### config.mk
export PLATFORM = sky130hd
export DESIGN_NAME = lcd_alarm_flash_overlay
export DESIGN_NICKNAME = d
export VERILOG_FILES = /design/src/rtl/lcd_alarm_flash_overlay_pkg.sv /design/src/rtl/lcd_pos_tracker.sv /design/src/rtl/lcd_alarm_flash_overlay.sv
export SDC_FILE = /design/constraint.sdc
export NUM_CORES = 1
export LEC_CHECK = 0
export CORE_ASPECT_RATIO = 1.75
export CORE_MARGIN = 1.5
export CORE_UTILIZATION = 53
export CTS_CLUSTER_DIAMETER = 100
export DETAILED_ROUTE_END_ITERATION = 8
export MAX_ROUTING_LAYER = met4
export PLACE_DENSITY = 0.9
export SYNTH_ARGS = -nofsm -noshare
export SYNTH_HDL_FRONTEND = slang
export SYNTH_SLANG_ARGS = --single-unit
### constraint.sdc
create_clock -name PixelClk -period 2 [get_ports PixelClk]
set_input_delay 0.4 -clock PixelClk [delete_from_list [all_inputs] [get_ports PixelClk]]
set_output_delay 0.4 -clock PixelClk [all_outputs]
set_load 0.01 [all_outputs]
### src/rtl/lcd_alarm_flash_overlay_pkg.sv
// rtl/lcd_alarm_flash_overlay_pkg.sv - shared display types and constants for the alarm flash overlay
package lcd_alarm_flash_overlay_pkg;

  // RGB565 field widths
  localparam int R_W   = 5;
  localparam int G_W   = 6;
  localparam int B_W   = 5;
  localparam int RGB_W = R_W + G_W + B_W;

  // Position counter widths
  localparam int POS_X_W = 11;
  localparam int POS_Y_W = 10;

  // Colour constants {R5,G6,B5}
  localparam logic [RGB_W-1:0] RGB_WHITE      = 16'hFFFF;
  localparam logic [RGB_W-1:0] RGB_BORDER_RED = 16'hF800;

  // Flash sequencer states
  typedef enum logic [1:0] {
    ST_IDLE  = 2'd0,
    ST_ARMED = 2'd1,
    ST_ON    = 2'd2,
    ST_OFF   = 2'd3
  } flash_state_e;

endpackage

### src/rtl/lcd_pos_tracker.sv
// rtl/lcd_pos_tracker.sv - DE/vsync edge detection, pixel x/y counters and frame tick
module lcd_pos_tracker
  import lcd_alarm_flash_overlay_pkg::*;
(
  input  logic               PixelClk,
  input  logic               nRST,
  input  logic               in_de,
  input  logic               in_vsync,
  output logic [POS_X_W-1:0] x,
  output logic [POS_Y_W-1:0] y,
  output logic               frame_tick
);

  localparam logic [POS_X_W-1:0] X_MAX = '1;
  localparam logic [POS_Y_W-1:0] Y_MAX = '1;

  logic de_q;
  logic vsync_q;
  logic de_fall;

  // x and y hold the pre-increment position of the pixel currently on the inputs
  assign de_fall    = de_q & ~in_de;
  assign frame_tick = vsync_q & ~in_vsync;

  // Edge history plus saturating x (per DE cycle) and y (per line end) counters
  always_ff @(posedge PixelClk or negedge nRST) begin
    if (!nRST) begin
      de_q    <= 1'b0;
      vsync_q <= 1'b0;
      x       <= '0;
      y       <= '0;
    end else begin
      de_q    <= in_de;
      vsync_q <= in_vsync;
      if (in_de) begin
        if (x != X_MAX) x <= x + 1'b1;
      end else begin
        x <= '0;
      end
      if (frame_tick) begin
        y <= '0;
      end else if (de_fall && (y != Y_MAX)) begin
        y <= y + 1'b1;
      end
    end
  end

endmodule

### src/rtl/lcd_alarm_flash_overlay.sv
// rtl/lcd_alarm_flash_overlay.sv - 1-cycle LCD output stage that flashes a border on alarm
module lcd_alarm_flash_overlay
  import lcd_alarm_flash_overlay_pkg::*;
#(
  parameter int               ACTIVE_W            = 800,
  parameter int               ACTIVE_H            = 480,
  parameter int               BORDER_W            = 8,
  parameter int               FLASH_PERIOD_FRAMES = 30,
  parameter int               FLASH_COUNT         = 10,
  parameter logic [RGB_W-1:0] BORDER_RGB          = RGB_BORDER_RED
) (
  input  logic           PixelClk,
  input  logic           nRST,
  input  logic           in_de,
  input  logic           in_hsync,
  input  logic           in_vsync,
  input  logic [R_W-1:0] in_r,
  input  logic [G_W-1:0] in_g,
  input  logic [B_W-1:0] in_b,
  input  logic           alarm_trigger,
  input  logic           alarm_ack,
  output logic           out_de,
  output logic           out_hsync,
  output logic           out_vsync,
  output logic [R_W-1:0] out_r,
  output logic [G_W-1:0] out_g,
  output logic [B_W-1:0] out_b,
  output logic           flashing
);

  localparam int FC_W = $clog2(FLASH_PERIOD_FRAMES + 1);
  localparam int CL_W = $clog2(FLASH_COUNT + 1);

  localparam logic [FC_W-1:0]    FC_LAST = FC_W'(FLASH_PERIOD_FRAMES - 1);
  localparam logic [CL_W-1:0]    CL_LOAD = CL_W'(FLASH_COUNT);
  localparam logic [POS_X_W-1:0] X_LO    = POS_X_W'(BORDER_W);
  localparam logic [POS_X_W-1:0] X_HI    = POS_X_W'(ACTIVE_W - BORDER_W);
  localparam logic [POS_Y_W-1:0] Y_LO    = POS_Y_W'(BORDER_W);
  localparam logic [POS_Y_W-1:0] Y_HI    = POS_Y_W'(ACTIVE_H - BORDER_W);

  logic [POS_X_W-1:0] x;
  logic [POS_Y_W-1:0] y;
  logic               frame_tick;
  logic               border_pix;
  logic [RGB_W-1:0]   rgb_q;

  flash_state_e    state, state_nxt;
  logic [FC_W-1:0] frame_cnt, frame_cnt_nxt;
  logic [CL_W-1:0] cycles_left, cycles_left_nxt;
  logic            overlay_vis, overlay_vis_d;
  logic            flashing_d;

  lcd_pos_tracker u_pos (
    .PixelClk   (PixelClk),
    .nRST       (nRST),
    .in_de      (in_de),
    .in_vsync   (in_vsync),
    .x          (x),
    .y          (y),
    .frame_tick (frame_tick)
  );

  // Border membership; x beyond the active width (incl. saturated x) lands in the right band
  assign border_pix = in_de && ((x < X_LO) || (x >= X_HI) || (y < Y_LO) || (y >= Y_HI));

  // Pixel/sync register stage: sync and DE untouched, colour replaced only on visible border
  always_ff @(posedge PixelClk or negedge nRST) begin
    if (!nRST) begin
      out_de    <= 1'b0;
      out_hsync <= 1'b1;
      out_vsync <= 1'b1;
      rgb_q     <= RGB_WHITE;
    end else begin
      out_de    <= in_de;
      out_hsync <= in_hsync;
      out_vsync <= in_vsync;
      rgb_q     <= (border_pix && overlay_vis) ? BORDER_RGB : {in_r, in_g, in_b};
    end
  end

  assign out_r = rgb_q[RGB_W-1 -: R_W];
  assign out_g = rgb_q[B_W +: G_W];
  assign out_b = rgb_q[B_W-1:0];

  // Sequencer state and counter registers
  always_ff @(posedge PixelClk or negedge nRST) begin
    if (!nRST) begin
      state       <= ST_IDLE;
      frame_cnt   <= '0;
      cycles_left <= '0;
      overlay_vis <= 1'b0;
      flashing    <= 1'b0;
    end else begin
      state       <= state_nxt;
      frame_cnt   <= frame_cnt_nxt;
      cycles_left <= cycles_left_nxt;
      overlay_vis <= overlay_vis_d;
      flashing    <= flashing_d;
    end
  end

  // Next-state: ack dominates; phases advance only on frame ticks; trigger re-arms the count
  always_comb begin
    state_nxt       = state;
    frame_cnt_nxt   = frame_cnt;
    cycles_left_nxt = cycles_left;
    if (alarm_ack) begin
      state_nxt       = ST_IDLE;
      frame_cnt_nxt   = '0;
      cycles_left_nxt = '0;
    end else begin
      case (state)
        ST_IDLE: begin
          if (alarm_trigger) begin
            state_nxt       = ST_ARMED;
            cycles_left_nxt = CL_LOAD;
          end
        end
        ST_ARMED: begin
          if (frame_tick) begin
            state_nxt     = ST_ON;
            frame_cnt_nxt = '0;
          end
        end
        ST_ON: begin
          if (frame_tick) begin
            if (frame_cnt == FC_LAST) begin
              state_nxt     = ST_OFF;
              frame_cnt_nxt = '0;
              if (cycles_left != '0) cycles_left_nxt = cycles_left - 1'b1;
            end else begin
              frame_cnt_nxt = frame_cnt + 1'b1;
            end
          end
        end
        ST_OFF: begin
          if (frame_tick) begin
            if (frame_cnt == FC_LAST) begin
              frame_cnt_nxt = '0;
              state_nxt     = (cycles_left != '0) ? ST_ON : ST_IDLE;
            end else begin
              frame_cnt_nxt = frame_cnt + 1'b1;
            end
          end
        end
        default: state_nxt = ST_IDLE;
      endcase
      if (alarm_trigger && (state != ST_IDLE)) cycles_left_nxt = CL_LOAD;
    end
  end

  // Outputs: visibility latched only at frame boundaries so a frame never tears
  always_comb begin
    flashing_d    = (state_nxt != ST_IDLE);
    overlay_vis_d = overlay_vis;
    if (frame_tick) overlay_vis_d = (state_nxt == ST_ON);
  end

endmodule

==> results of run 1 <==
registers in the layout (all words and copies together) (netlist names):
name / count
cycles_left: 4
flashing: 1
overlay_vis: 1
out_hsync: 1
frame_cnt: 5
u_pos.vsync_q: 1
u_pos.de_q: 1
u_pos.x: 11
rgb_q: 16
state: 2
out_vsync: 1
u_pos.y: 10
layer usage:
metal | track usage [%] | up-vias
met2 | 42.3 | 63
met1 | 23.1 | 1035
met4 | 10.5 | 0
met3 | 3.90 | 15
li1 | - | 1016
met5 | - | -
worst max-delay path: cells and delay by family (launching register included):
family	cells	cell delay [ns]
buf+inv	2	0.33
compound gates	1	0.19
simple gates	3	0.83
flops	1	0.41
worst paths after layout:
check,start,end,slack (ns),depth (start not counted)
max in group asynchronous,nRST,out_vsync$_DFF_PN1_,1.30,2
min,nRST,u_pos.y[9]$_DFFE_PN0P_,0.03,1
max reg2reg,u_pos.x[3]$_DFFE_PN0P_,u_pos.x[5]$_DFFE_PN0P_,0.16,6
min reg2reg,u_pos.y[8]$_DFFE_PN0P_,u_pos.y[8]$_DFFE_PN0P_,0.53,1
max,u_pos.x[3]$_DFFE_PN0P_,u_pos.x[5]$_DFFE_PN0P_,0.16,6
min in group PixelClk,in_hsync,out_hsync$_DFF_PN1_,0.48,1
cells in the mapped netlist, drive strengths merged (2+ instances only):
cell / n / area, µm²
a211oi: 3 / 22.5
a21o: 2 / 15.0
a21oi: 13 / 65.1
a31oi: 5 / 31.3
and2: 14 / 113
and3: 3 / 18.8
clkbuf: 7 / 26.3
dfrtp: 36 / 901
dfstp: 18 / 473
ha: 7 / 87.6
inv: 11 / 41.3
mux2i: 8 / 80.1
nand2: 13 / 48.8
nand2b: 9 / 56.3
nand3: 13 / 65.1
nand4: 7 / 43.8
nor2: 13 / 48.8
nor2b: 3 / 18.8
nor3: 8 / 40.0
nor3b: 2 / 15.0
nor4: 3 / 18.8
o21ai: 7 / 35.0
o21bai: 2 / 15.0
o31ai: 3 / 22.5
or2b: 4 / 30.0
or3: 5 / 31.3
or4: 3 / 22.5
xnor2: 4 / 35.0
power breakdown:
| part | total, W | internal [W] | switching, W |
|---|---|---|---|
| sequential | 0.00119 | 0.00116 | 0.0000337 |
| combinational | 0.000291 | 0.000162 | 0.000128 |
| clock | 0.000645 | 0.000262 | 0.000382 |
| total | 0.00213 | 0.00159 | 0.000544 |
per-stage QoR:
stage,area (µm²),hold slack [ns],setup slack (ns),util (%),power [W]
finish,3360,0.0340,0.157,71.3,0.00213
global placement,3250,0.377,-0.0921,69.0,0.00149
CTS,3350,0.0405,0.0262,71.1,0.00215
global route,3360,0.0523,0.0446,71.3,0.00222
detailed placement,3250,0.381,-0.165,69.0,0.00151
floorplan,2630,0.104,0.268,-,0.00134
kinds of logic after synthesis:
logic type	after synthesis
AOI/OAI and AO/OA	49
xor gates and xnor gates	4
adders and majority gates	7
buffers and inverters	19
DFF	54
muxes	8
and+or+nand+nor	105
final cells by class:
type                       count  area (µm²)
clock buffer                   5        68.8
multi-input combinational    173        1180
fill                         348        1350
tap                           52        65.1
inverter                      11        41.3
timing repair buffer          66         596
clock inverter                 3        28.8
sequential                    54        1370
==> flow_summary.yaml, run 1 <==
place:
  place.gp.congestion: 0.792
  numPortBuffers: 42
  dp_cells: 356
  dpl.hpwl_um: 4230
synthesis:
  postSynthCellCount: 246
  synthSimpleGateAreaFrac_pct: 23.9
  yosys_register_bits: 54
  ys_types: 49
  synth_xor_xnor_area_share_pct: 1.33
  synthMuxAreaShare_pct: 3.05
  synth-edff-count: 0
  synth-adder-area-share_pct: 3.33
  synth_top_family_by_area: "simple AND/OR/NAND/NOR gates"
  avgSynthCellArea_um2: 10.7
  yosysSeqAreaShare_pct: 52.3
  synth_ff_type: "dfrtp_1"
  synth_compound_area_share_pct: 13.1
  syn-num-nets: 276
  async_reset_ff_share_pct: 100
  syn_area_mm2: 0.00263
  synth_warnings: 0
critical_path:
  path_class: "register to register"
  crit_path_frequent_cell: "buf_4"
  cp_data_required_time_ns: 2.23
  end_kind: "register"
  worst_path_max_delay_cell: "or4_1"
  crit_fanout: 8
  path_cells: "buf_4, nand4_1, nor3_1, buf_4, or4_1, a21boi_0"
  slowest_delay_ns: 0.47
  worstPathArrival_ns: 2.08
  start_kind: "register"
route:
  post_drt_wl_per_cell_um: 15.3
  drt.antenna.violating_nets: 0
  m1WireLength_um: 2050
  drt_iter0_drc: 71
  wl_um: 5560
  first_pass_iters: 4
  routed_via_density: 5.85
  wl_met3_um: 211
  drc: 0
  vias: 2129
  met2_length_um: 3110
  highest_layer: "met4"
clock_tree:
  cts_made_buffers: 5
  cts_tree: "built"
  post-cts-setup-buffers: 0
  post_cts_resized: 0
  clockRootBuffer: "clkbuf_8"
  cts.htree.levels: 2
  hold_buffers: 0
  cts_buffer_depth: 2
  path_clk_slew_ns: 0.10
  clock_latency_ns: 0.31
  clock_sinks: 54
die:
  pin_count: 43
  rows: 33
  dieWidth_um: 56.2
  die_area_mm2: 0.00540
  fp.dieH_um: 96.1
  start_util_pct: 55.8
  core_mm2: 0.00471
final_layout:
  mostFrequentLayoutCell: "clkdlybuf4s50_1"
  num_antenna_cells: 0
  drive_gt1_share_pct: 21.5
  finalNonFillerCells: 364
  layout_common_cells: "41 x clkdlybuf4s50_1, 36 x dfrtp_1, 24 x buf_4"
  syn_to_final_growth_pct: 27.8
  final_nets: 341
pwr:
  leakagePower_nw: 1.45
  ir_drop_v: 0.000831
  power_density_mw_per_mm2: 634
global_route:
  first_global_vias: 2146
  grt_antenna_before_repair: 0
  grt_use_total_pct: 22.8
  gr-total-overflow: 0
  grt_pass1_wl_um: 9400
  grt_max_degree: 21
sta:
  slew_violations: 0
  finalCritPeriodShare_pct: 92.2
  setup_viol: 0
  maxSlewHeadroom_pct: 59.7
  timing.fmax_ghz: 0.543
  rsz0062_at_grt: "false"
  hold_viol: 0
  worst_slew_pin_slew_ns: 0.604
  setup_tns_ns: 0
  skew_ns: 0.00996
  period_needed_ns: 1.84
job:
  cap_violations: 0
min_path:
  min_path_type: "primary input to asynchronous set/reset pin"
run_status:
  status: "finished clean"
No activity file was read; power rests on OpenSTA's default activity.
==> run 2, diff against run 1 <==
SYNTH_HIERARCHICAL = 1   (was not set)
clock period = 1.7 ns   (was 2 ns; I/O delays follow)
==> run 2 against run 1 <==
  * The flow now finishes with violations (setup timing)
  * Clock-buffer cell count stayed put
  * Maximum frequency rose by 7.6%
  * Register-to-register slack got worse by 0.17 ns
  * Highest routed layer unchanged
==> flow_summary.yaml, run 2 <==
run_status:
  status: "finished, violations left"
  violations: "setup timing"
synthesis:
  synth_top_area_cell: "dfrtp_1"
  avgSynthCellArea_um2: 11.0
  yosysTopAreaCellShare_pct: 35.0
  synth_compound_area_share_pct: 13.0
  synth_most_common_cell: "dfrtp_1"
  async_reset_ff_share_pct: 100
  yosys_register_bits: 55
  yosysSeqAreaShare_pct: 52.9
  syn-num-nets: 269
  synthSimpleGateAreaFrac_pct: 22.4
  synth_top_family_by_area: "simple AND/OR/NAND/NOR gates"
  synth-edff-count: 0
  netlist_top_cells_count: "37 x dfrtp_1, 19 x nor2_1, 18 x dfstp_2"
  synth-adder-area-share_pct: 2.84
  synth_ff_type: "dfrtp_1"
  postSynthCellCount: 240
  synth.area.top_cells: "dfrtp_1 35%, dfstp_2 18%, xnor2_1 4.0%"
  synthMuxAreaShare_pct: 1.18
  synth_xor_xnor_area_share_pct: 4.31
  syn_area_mm2: 0.00264
  ys_types: 55
  synth_warnings: 6
final_layout:
  top_regs: "rgb_q (16), u_pos/x (11), u_pos/y (10)"
  finalNonFillerCells: 382
  final_util_pct: 76.8
  drive_gt1_share_pct: 33.3
  top_register: "rgb_q"
  final_nets: 358
  syn_to_final_growth_pct: 38.1
  seq_area_mm2: 0.00140
  layout_common_cells: "41 x buf_4, 36 x dfrtp_1, 23 x clkdlybuf4s50_1"
  multiInputGateArea_mm2: 0.00126
  largest_reg_flops: 16
  num_antenna_cells: 0
  mostFrequentLayoutCell: "buf_4"
  fill_cells: 259
critical_path:
  r2r-start: "u_pos/x[0]$_DFFE_PN0P_"
  worstPathArrival_ns: 1.93
  reg2reg_slack_ns: -0.01
  cp-startpoint: "u_pos/x[0]$_DFFE_PN0P_"
  crit_fanout: 4
  cp_data_required_time_ns: 1.91
  critPathBufInv: 0
  path_cells: "ha_2, nand3_2, or4b_4, and3b_2, o21a_1"
  worst_path_max_delay_cell: "or4b_4"
  end_kind: "register"
  start_kind: "register"
  cp_top_family: "simple AND/OR/NAND/NOR gates"
  slowest_delay_ns: 0.58
  path_class: "register to register"
pwr:
  cellInternalPower_w: 0.00189
  power_frac_comb_pct: 14.6
  leakagePower_nw: 1.57
  switchingPower_w: 0.000683
  p_seq_share_pct: 55.1
  power_w: 0.00257
  switching_share_pct: 26.5
  ir_drop_v: 0.000701
  power_density_mw_per_mm2: 706
  p_clk_share_pct: 30.3
global_route:
  grt_max_degree: 39
  grt_pass1_wl_um: 10700
  grt_use_total_pct: 26.2
  gr-total-overflow: 0
  grt_antenna_before_repair: 0
  first_global_vias: 2385
job:
  cap_violations: 0
sta:
  skew_ns: 0.0123
  timing.fmax_ghz: 0.584
  period_needed_ns: 1.71
  worst_slew_pin_slew_ns: 0.464
  hold_viol: 0
  layout_setup_ws_ns: -0.0127
  slew_violations: 0
  maxSlewHeadroom_pct: 68.8
  setup_tns_ns: -0.0127
  setup_viol: 1
  rsz0062_at_grt: "true"
  finalCritPeriodShare_pct: 101
route:
  drt.antenna.violating_nets: 0
  first_pass_iters: 4
  vias: 2256
  routed_via_density: 5.91
  post_drt_wl_per_cell_um: 18.1
  drt_iter0_drc: 66
  drc: 0
  wl_um: 6920
clock_tree:
  cts_tree: "built"
  cts.htree.levels: 2
  clock_sinks: 55
  cts_made_buffers: 5
  path_clk_slew_ns: 0.10
  cts_buffer_depth: 2
  clock_latency_ns: 0.32
  clockRootBuffer: "clkbuf_8"
min_path:
  min_path_type: "primary input to register"
  hp-start: "in_hsync"
die:
  pin_count: 43
  start_util_pct: 55.7
  rows: 33
  fp.dieH_um: 96.4
  dieWidth_um: 56.4
  core_mm2: 0.00475
  die_area_mm2: 0.00544
place:
  dp_cells: 366
  numPortBuffers: 42
  place.gp.congestion: 0.899
  dpl.hpwl_um: 4500
-- run 2: cell types whose count changed after synthesis, moves of 5 or more --
cell / delta
nor2_1: +6
mux2i_1: -6
and2_4: -10
and2_2: +8
nand4_1: -5
xnor2_1: +8
-- run 2: final cells by class --
cell class              instances  share of cell area (%)
inverters                      10                    1.03
clock inverters                 3                   0.720
repair buffers                 90                    21.6
well taps                      52                    1.78
flip-flops and latches         55                    38.4
clock buffers                   5                    1.89
multi-input cells             167                    34.6
-- run 2: power groups by stage --
stage / sequential, W / combinational, W / clock, W
global route: 0.00143 / 0.000408 / 0.000831
detailed placement: 0.00144 / 0.000366 / 0
CTS: 0.00142 / 0.000358 / 0.000785
floorplan: 0.00146 / 0.000119 / 0
finish: 0.00142 / 0.000376 / 0.000779
global placement: 0.00144 / 0.000350 / 0
-- run 2: final timing paths --
| check | end | cells past startpoint |
|---|---|---|
| setup / recovery | u_pos/x[2]$_DFFE_PN0P_ | 5 |
| hold / removal | out_hsync$_DFF_PN1_ | 1 |
| setup reg to reg | u_pos/x[2]$_DFFE_PN0P_ | 5 |
| hold reg to reg | cycles_left[2]$_DFFE_PN0P_ | 2 |
| max in group asynchronous | rgb_q[12]$_DFF_PN1_ | 3 |
| min in group asynchronous | cycles_left[0]$_DFFE_PN0P_ | 2 |
-- run 2: worst register-to-register path, stage by stage (launching register included) --
cell,delay (ns)
dfrtp_1,0.38
ha_2,0.19
nand3_2,0.09
or4b_4,0.58
and3b_2,0.22
o21a_1,0.16
-- run 2: metrics by stage --
step	worst slack, ns	hold slack [ns]	area [µm²]
after floorplan	0.00586	0.0444	2650
after global placement	-0.229	0.300	3390
after detailed placement	-0.273	0.305	3390
after CTS	-0.0240	0.421	3500
after global routing	-0.0935	0.418	3650
final	-0.0127	0.423	3650
-- run 2: cell families after synthesis --
group | count (synthesis)
simple gates | 101
flops | 55
compound gates | 44
buf+inv | 18
xor+xnor | 13
fa+ha+maj | 6
mux | 3
-- run 2: per-layer routing --
layer,global-route usage (%),share of wire (%),vias up
met4,13.3,4.1,0
li1,-,-,1034
met5,-,0,-
met2,48.1,55,70
met1,27.0,37,1128
met3,3.73,3.6,24
-- run 2: repair_timing --
action	in CTS	in global routing
pin swaps	3	7
hold endpoints to repair	16	0
gates cloned	0	1
setup buffers	2	4
endpoints found under the setup margin	22	31
gates resized for setup	20	36
hold buffers	1	0
==> run 3, diff against run 2 <==
CELL_PAD_IN_SITES_DETAIL_PLACEMENT = 1   (was not set)
CELL_PAD_IN_SITES_GLOBAL_PLACEMENT = 1   (was not set)
CORE_UTILIZATION = 42   (was 53)
PLACE_DENSITY = 0.91   (was 0.9)
==> run 3 against run 2 <==
  * The run still ends with setup timing left
  * Largest cell class unchanged
  * Core utilization is 17 points lower
  * Critical path type unchanged
  * Critical endpoint is now cycles_left[3]$_DFFE_PN0P_
  * Clock-buffer cell count is 2 higher
  * Global-route usage is 2.0 points lower
==> flow_summary.yaml, run 3 (synthesized netlist as in run 2, its figures left out) <==
final_layout:
  layout_common_cells: "40 x buf_4, 35 x dfrtp_1, 23 x clkdlybuf4s50_1"
  fill_cells: 654
  final_nets: 354
  num_antenna_cells: 0
  largest_reg_flops: 16
  top_register: "rgb_q"
  mostFrequentLayoutCell: "buf_4"
  drive_gt1_share_pct: 33.1
  finalNonFillerCells: 406
  final_util_pct: 59.9
  top_regs: "rgb_q (16), u_pos/x (11), u_pos/y (10)"
  syn_to_final_growth_pct: 38.9
place:
  dp_cells: 392
  place.gp.congestion: 0.870
  numPortBuffers: 42
  dp_slack_ns: -0.376
  dpl.hpwl_um: 5500
sta:
  holdWs_ns: 0.423
  period_needed_ns: 1.72
  setup_viol: 3
  layout_setup_ws_ns: -0.0222
  maxSlewHeadroom_pct: 65.5
  timing.fmax_ghz: 0.581
  worst_slew_pin_slew_ns: 0.517
  slew_violations: 0
  finalCritPeriodShare_pct: 101
  skew_ns: 0.0103
  hold_viol: 0
  rsz0062_at_grt: "true"
critical_path:
  start_kind: "register"
  worst_path_max_delay_cell: "dfrtp_1"
  path_cells: "inv_1, ha_1, nand4_1, nor4_2, xnor2_1, a21oi_1"
  reg2reg_slack_ns: -0.02
  worstPathArrival_ns: 1.93
  slowest_delay_ns: 0.42
  cp_data_required_time_ns: 1.90
  r2r-end: "cycles_left[3]$_DFFE_PN0P_"
  path_class: "register to register"
  r2r-start: "frame_cnt[1]$_DFFE_PN0P_"
  end_kind: "register"
  ff2ff_path_depth: 6
  crit_fanout: 5
clock_tree:
  path_clk_slew_ns: 0.10
  cts_made_buffers: 5
  clockRootBuffer: "clkbuf_8"
  cts.htree.levels: 2
  cts_buffer_depth: 2
  clock_sinks: 55
  cts_tree: "built"
  clock_latency_ns: 0.32
global_route:
  gr-total-overflow: 0
  grt_pass1_wl_um: 12300
  grt_use_total_pct: 24.2
  grt_max_degree: 23
  grt_antenna_before_repair: 0
  first_global_vias: 2526
die:
  dieWidth_um: 63.0
  die_area_mm2: 0.00680
  fp.dieH_um: 108
  core_mm2: 0.00613
  pin_count: 43
  start_util_pct: 43.1
  rows: 38
route:
  vias: 2230
  met2_length_um: 4500
  first_pass_iters: 4
  routed_via_density: 5.49
  drt.antenna.violating_nets: 0
  wl_um: 7530
  post_drt_wl_per_cell_um: 18.5
  drc: 0
  wl_met3_um: 199
  highest_layer: "met4"
  drt_iter0_drc: 54
  m1WireLength_um: 2610
pwr:
  power_frac_comb_pct: 15.2
  leakagePower_nw: 1.54
  power_density_mw_per_mm2: 702
  p_clk_share_pct: 29.8
  switching_share_pct: 25.4
  cellInternalPower_w: 0.00192
  ir_drop_v: 0.000742
  switchingPower_w: 0.000655
  p_seq_share_pct: 55.1
min_path:
  hold_depth: 1
  hp-start: "in_hsync"
  min_path_type: "primary input to register"
  min_to: "out_hsync$_DFF_PN1_"
run_status:
  status: "finished, violations left"
  violations: "setup timing"
job:
  cap_violations: 0
## run 3: changes by cell type in the layout (fill, tap and decap cells not counted), moves of 2 or more
cell,change
and2_4,-8
and2_2,+8
buf_6,-4
inv_6,-2
## run 3: what timing repair did
item,CTS,global route
hold endpoints to repair,18,0
pin swaps,4,9
resized for setup,30,18
hold buffers,1,0
setup buffers,1,4
setup endpoints to repair,30,27
## run 3: layout make-up
cell class | instances | area (µm²) | area share (%)
flip-flops and latches | 55 | 1400 | 38.2
well taps | 80 | 100 | 2.73
clock buffers | 7 | 86.3 | 2.35
inverters | 10 | 37.5 | 1.02
repair buffers | 86 | 754 | 20.6
clock inverters | 1 | 5.00 | 0.136
multi-input cells | 167 | 1290 | 35.0
## run 3: power by group through the flow
stage / clock network (W) / registers [W] / logic, W
2_1_floorplan: 0 / 0.00146 / 0.000119
3_3_place_gp: 0 / 0.00144 / 0.000360
3_5_place_dp: 0 / 0.00144 / 0.000381
4_1_cts: 0.000791 / 0.00142 / 0.000375
5_1_grt: 0.000828 / 0.00143 / 0.000426
6_report: 0.000767 / 0.00142 / 0.000391
## run 3: worst max-delay path by stage
| stage | startpoint | endpoint | slack [ns] |
|---|---|---|---|
| after floorplan | u_pos/x[0]$_DFFE_PN0P_ | u_pos/x[2]$_DFFE_PN0P_ | 0.006 |
| after global placement | in_vsync | cycles_left[1]$_DFFE_PN0P_ | -0.27 |
| after detailed placement | in_vsync | overlay_vis$_DFFE_PN0P_ | -0.38 |
| after CTS | u_pos/x[0]$_DFFE_PN0P_ | u_pos/x[2]$_DFFE_PN0P_ | 0.005 |
| after global routing | frame_cnt[1]$_DFFE_PN0P_ | cycles_left[2]$_DFFE_PN0P_ | -0.1 |
| final | frame_cnt[1]$_DFFE_PN0P_ | cycles_left[3]$_DFFE_PN0P_ | -0.02 |
## run 3: worst max-delay path, delay by kind of cell (launching register included)
family,cells,cell delay (ns)
fa+ha+maj,1,0.17
compound gates,1,0.08
flops,1,0.42
buf+inv,1,0.07
xor+xnor,1,0.16
simple gates,2,0.72
## run 3: stage by stage
step	instance area, µm²	setup TNS (ns)	power [W]
finish	3670	-0.0288	0.00258
CTS	3570	0	0.00258
detailed placement	3420	-4.72	0.00182
global route	3670	-0.473	0.00268
global placement	3420	-2.75	0.00180
floorplan	2650	0	0.00158
## run 3: routing by layer
| metal | vias to the layer above | GRT usage (%) |
|---|---|---|
| met5 | - | - |
| met4 | 0 | 12.2 |
| met3 | 20 | 3.85 |
| met2 | 56 | 45.7 |
| met1 | 1131 | 23.4 |
| li1 | 1023 | - |
